## config.mk

```make
export PLATFORM = sky130hd
export DESIGN_NAME = fir_seq_ctrl
export DESIGN_NICKNAME = d
export VERILOG_FILES = /design/src/rtl/fir_seq_ctrl.sv
export SDC_FILE = /design/constraint.sdc
export NUM_CORES = 1
export LEC_CHECK = 0
export ABC_AREA = 0
export CORE_MARGIN = 3
export CORE_UTILIZATION = 49
export DETAILED_ROUTE_END_ITERATION = 16
export GPL_ROUTABILITY_DRIVEN = 1
export PLACE_DENSITY = 0.82
export SYNTH_ARGS = -nofsm -noshare
export SYNTH_HDL_FRONTEND = slang
export SYNTH_SLANG_ARGS = --single-unit
```

## constraint.sdc

```tcl
create_clock -name i_clk -period 2.9 [get_ports i_clk]
set_input_delay 0.435 -clock i_clk [delete_from_list [all_inputs] [get_ports i_clk]]
set_output_delay 0.435 -clock i_clk [all_outputs]
set_load 0.02 [all_outputs]
```

## src/rtl/fir_seq_ctrl.sv

```systemverilog
// Run sequencer for the 5-tap FIR: flushes filter history, streams N_SAMPLES reads into the
// filter and writes the aligned results out, then pulses done with the run length.
module fir_seq_ctrl #(
  parameter int unsigned ADDR_W    = 10,
  parameter int unsigned N_SAMPLES = 1024,
  parameter int unsigned RD_LAT    = 1,
  parameter int unsigned FIR_LAT   = 3,
  parameter int unsigned FLUSH     = 5
) (
  input  logic              i_clk,
  input  logic              i_rst,
  input  logic              i_start,
  output logic              o_busy,
  output logic              o_done,
  output logic              o_rd_en,
  output logic [ADDR_W-1:0] o_rd_addr,
  input  logic [7:0]        i_rd_data,
  output logic [7:0]        o_fir_din,
  input  logic [11:0]       i_fir_dout,
  output logic              o_wr_en,
  output logic [ADDR_W-1:0] o_wr_addr,
  output logic [11:0]       o_wr_data,
  output logic [31:0]       o_cycle_count
);

  localparam int unsigned       PIPE_LEN   = RD_LAT + FIR_LAT;
  localparam int unsigned       PCNT_W     = (FLUSH > 1) ? $clog2(FLUSH) : 1;
  localparam logic [ADDR_W-1:0] LAST_ADDR  = ADDR_W'(N_SAMPLES - 1);
  localparam logic [PCNT_W-1:0] LAST_PRIME = PCNT_W'(FLUSH - 1);

  localparam logic [2:0] ST_IDLE  = 3'd0;
  localparam logic [2:0] ST_PRIME = 3'd1;
  localparam logic [2:0] ST_RUN   = 3'd2;
  localparam logic [2:0] ST_DRAIN = 3'd3;
  localparam logic [2:0] ST_DONE  = 3'd4;

  logic [2:0]          r_state;
  logic [2:0]          w_state_d;
  logic [PCNT_W-1:0]   r_prime_cnt;
  logic [ADDR_W-1:0]   r_rd_addr;
  logic [ADDR_W-1:0]   r_wr_addr;
  logic [PIPE_LEN-1:0] r_vld;
  logic [31:0]         r_cycle_count;
  logic                w_rd_en;
  logic                w_din_vld;
  logic                w_wr_en;
  logic                w_last_wr;

  // r_vld[i] is rd_en delayed by i+1 cycles; RD_LAT and FIR_LAT are both assumed >= 1.
  assign w_rd_en   = (r_state == ST_RUN);
  assign w_din_vld = r_vld[RD_LAT-1];
  assign w_wr_en   = r_vld[PIPE_LEN-1];
  assign w_last_wr = w_wr_en && (r_wr_addr == LAST_ADDR);

  always_comb begin
    w_state_d = r_state;
    case (r_state)
      ST_IDLE:  if (i_start) w_state_d = ST_PRIME;
      ST_PRIME: if (r_prime_cnt == LAST_PRIME) w_state_d = ST_RUN;
      ST_RUN:   if (r_rd_addr == LAST_ADDR) w_state_d = ST_DRAIN;
      ST_DRAIN: if (w_last_wr) w_state_d = ST_DONE;
      ST_DONE:  w_state_d = ST_IDLE;
      default:  w_state_d = ST_IDLE;
    endcase
  end

  always_ff @(posedge i_clk) begin
    if (i_rst) begin
      r_state       <= ST_IDLE;
      r_prime_cnt   <= '0;
      r_rd_addr     <= '0;
      r_wr_addr     <= '0;
      r_vld         <= '0;
      r_cycle_count <= '0;
    end else begin
      r_state <= w_state_d;
      r_vld   <= (r_vld << 1) | PIPE_LEN'(w_rd_en);
      // Addresses saturate at the last index so a full 2^ADDR_W run never wraps.
      if (w_wr_en && (r_wr_addr != LAST_ADDR)) r_wr_addr <= r_wr_addr + 1'b1;
      case (r_state)
        ST_IDLE: begin
          if (i_start) begin
            r_prime_cnt   <= '0;
            r_rd_addr     <= '0;
            r_wr_addr     <= '0;
            r_cycle_count <= '0;
          end
        end
        ST_PRIME: begin
          r_prime_cnt   <= (r_prime_cnt == LAST_PRIME) ? '0 : r_prime_cnt + 1'b1;
          r_cycle_count <= r_cycle_count + 32'd1;
        end
        ST_RUN: begin
          if (r_rd_addr != LAST_ADDR) r_rd_addr <= r_rd_addr + 1'b1;
          r_cycle_count <= r_cycle_count + 32'd1;
        end
        ST_DRAIN: r_cycle_count <= r_cycle_count + 32'd1;
        default: ;
      endcase
    end
  end

  assign o_busy        = (r_state != ST_IDLE);
  assign o_done        = (r_state == ST_DONE);
  assign o_rd_en       = w_rd_en;
  assign o_rd_addr     = r_rd_addr;
  assign o_fir_din     = w_din_vld ? i_rd_data : 8'd0;
  assign o_wr_en       = w_wr_en;
  assign o_wr_addr     = r_wr_addr;
  assign o_wr_data     = i_fir_dout;
  assign o_cycle_count = r_cycle_count;

endmodule

```

==> results by group <==
Critical path
  • Crit path kind: reg -> out
  • Buf+Inv Stages, Crit Path: 2
  • Crit-path max FO: 11
  • Crit path max-delay family: buffers and inverters
  • Crit-path cells: or3b_1 -> inv_2 -> clkdlybuf4s50_1
  • R2R Path End: o_cycle_count[23]
  • Slowest-stage cell, CP: clkdlybuf4s50_1
  • Max stage delay on crit path: 0.61 ns
  • Crit path required time: 2.47 ns
  • RR Startpoint: r_state[2]
  • Worst-case reg-to-reg path depth: 5
  • Reg2Reg Setup Slack: 0.78 ns
  • Critical Path AT: 2.12 ns
  • CP Launch Type: flop
  • Critical path capture point type: primary output

Drt
  • Drt first pass iters: 5
  • Routed via count: 2835
  • Total wire length: 6980 um
  • Post-DRT Antenna Nets: 0
  • Vias per cell: 5.67
  • Violation count after the first detailed-route iteration: 122
  • Avg WL per Cell: 14.0 um
  • DRC viols: 0

GRT
  • Gr usage total: 0.205
  • GR Overflow Total: 0
  • Largest net degree at the start of global routing: 40
  • Vias in the first global route: 2753
  • Global-route wire length before repair: 12200 um
  • Initial antenna violation count: 0

Clock network
  • H-Tree Depth: 3
  • Later-pin clock latency in the skew report: 0.33 ns
  • Clock Path Buffers: 2
  • Setup Buffers After CTS: 0
  • # resized after CTS: 0
  • Clock Pin Slew Worst Setup and Hold Paths: 0.06 ns
  • CTS tree: yes
  • CTS buffer count: 9
  • Clk root buf: clkbuf_8
  • CTS Sinks: 62
  • Hold Buf Count CTS: 0

Yosys
  • Synth warn: 0
  • Synthesized flop and latch total: 62
  • Sequential share of the synthesized area: 0.413
  • Cells after Synth: 364
  • Avg Cell Area, Syn: 8.26 um2
  • Post-synth EDFFs: 0
  • Synthesized cell area: 3010 um2
  • Top_reg_cell synth: dfxtp_1
  • Cell variety after synth: 42
  • Synthesized Nets: 392
  • Async SR Flop Fraction: 0

Run
  • Max Cap Viol: 0

Pwr
  • P per Cell Area: 463 nW/um2
  • Combinational Power Share: 0.158
  • Flop pwr share: 0.513
  • VDD IR max: 266 uV
  • Net switching power figure: 0.497 mW
  • Pleak: 1.33 nW
  • Sw Share: 0.279
  • Clock share of power: 0.330
  • Int Pwr: 1.29 mW

STA
  • Slew HR: 0.717
  • RSZ-0062 raised after global routing: no
  • Least-Margin Pin Slew: 0.424 ns
  • Tmin final: 2.55 ns
  • Setup TNS Final: 0 ns
  • Pins Over Slew Limit: 0
  • Final Worst Setup Slack: 0.348 ns
  • Hold Vio Cnt, Final: 0
  • Fmax: 392 MHz
  • Finish-stage setup viols: 0
  • Clock Skew: 0.00660 ns
  • Worst hold slack: 0.439 ns
  • Tcrit/Tclk final: 0.880

Min path
  • Min-delay src: r_vld[2]
  • Hold endpoint: r_vld[3]
  • Worst hold-check path type: reg -> reg
  • Hold depth: 1

Die
  • Die Span X: 84.3 um
  • DIE AREA: 7110 um2
  • Initial Utilization: 0.527
  • Row cnt: 27
  • I/O Pins: 99
  • Height of the chip: 84.3 um
  • Core Footprint: 5710 um2

Finish
  • Nets: 454
  • Most frequent cells in the layout: clkdlybuf4s50_1, dfxtp_1, nor2_1
  • N_diodes: 0
  • Most common cell after layout, fill and taps aside: clkdlybuf4s50_1
  • Filler cell count: 470
  • Layout cells sized above 1: 0.0491
  • Final Util: 0.675
  • Synth-to-layout area growth: 28.1%
  • Cell area after layout: 3850 um2

Place
  • Setup slack at placement: 0.338 ns
  • PortBufs: 74
  • Placed cell area: 3710 um2
  • HPWL after DPL: 5120 um
  • Gpl congestion: 0.830

Status
  • Outcome: finished clean
-- registers in the layout (all words and copies together), names as in the netlist --
register	cells
o_cycle_count	32
r_vld	4
r_prime_cnt	3
o_rd_addr	10
o_wr_addr	10
r_state	3
-- layer usage --
metal	part of all wire	global-route usage
met5	0	0
met4	0.021	0.0892
met3	0.052	0.0471
met2	0.50	0.345
met1	0.43	0.251
-- worst register-to-register path: cells and delay by family, from the launching register on --
| kind | cells | cell delay [ns] |
|---|---|---|
| and+or+nand+nor | 4 | 1.44 |
| DFF | 1 | 0.43 |
| AOI/OAI and AO/OA | 1 | 0.17 |
-- power by group through the flow --
stage | registers (mW) | logic, mW | clock network [mW]
floorplan | 0.923 | 0.212 | 0
global placement | 0.931 | 0.276 | 0
detailed placement | 0.932 | 0.282 | 0
CTS | 0.913 | 0.283 | 0.600
global route | 0.919 | 0.314 | 0.642
finish | 0.914 | 0.281 | 0.588
-- worst max-delay path by stage --
stage / startpoint / end / slack (ns) / cells past startpoint
after floorplan: o_cycle_count[14] / o_cycle_count[31] / 0.90 / 6
after global placement: i_start / o_cycle_count[31] / 0.44 / 6
after detailed placement: i_start / o_cycle_count[23] / 0.34 / 6
after CTS: r_state[1] / o_rd_en / 0.35 / 3
after global routing: r_state[1] / o_rd_en / 0.27 / 3
final: r_state[1] / o_rd_en / 0.35 / 3
-- final cells by class --
class | count | area (um2) | area share
Clock buffer | 10 | 128 | 0.0331
Clock inverter | 3 | 15.0 | 0.00390
Inverter | 9 | 33.8 | 0.00877
Multi-Input combinational cell | 267 | 1580 | 0.411
Sequential cell | 62 | 1240 | 0.322
Tap cell | 72 | 90.1 | 0.0234
Timing Repair Buffer | 77 | 763 | 0.198
-- synthesized netlist by cell type, types with 10 or more instances --
cell type	count	area share
or3_1	14	0.029
and2_1	12	0.025
nor4_1	10	0.021
nand4_1	13	0.027
nand3_1	20	0.033
nor2_1	50	0.062
buf_4	12	0.030
o21ai_0	17	0.028
xnor2_1	15	0.044
dfxtp_1	62	0.41
xor2_1	14	0.041
a21oi_1	24	0.040
nand2_1	25	0.031
-- logic make-up (layout without fill, tap and decap cells) --
logic type               Yosys count  count (layout)  share of synthesized area
multiplexers                       1               1                    0.00333
adder cells (fa/ha/maj)            5               5                     0.0208
flip-flops                        62              62                      0.413
AND/OR/NAND/NOR                  179             179                      0.317
buffers and inverters             35              99                     0.0612
XOR/XNOR                          29              29                     0.0845
AO/OA/AOI/OAI                     53              53                      0.101
-- per-stage QoR --
step	power (mW)	cells
floorplan	1.13	364
global placement	1.21	487
detailed placement	1.21	487
CTS	1.80	500
global route	1.88	500
finish	1.78	500
(Power assumes the default switching activity.)
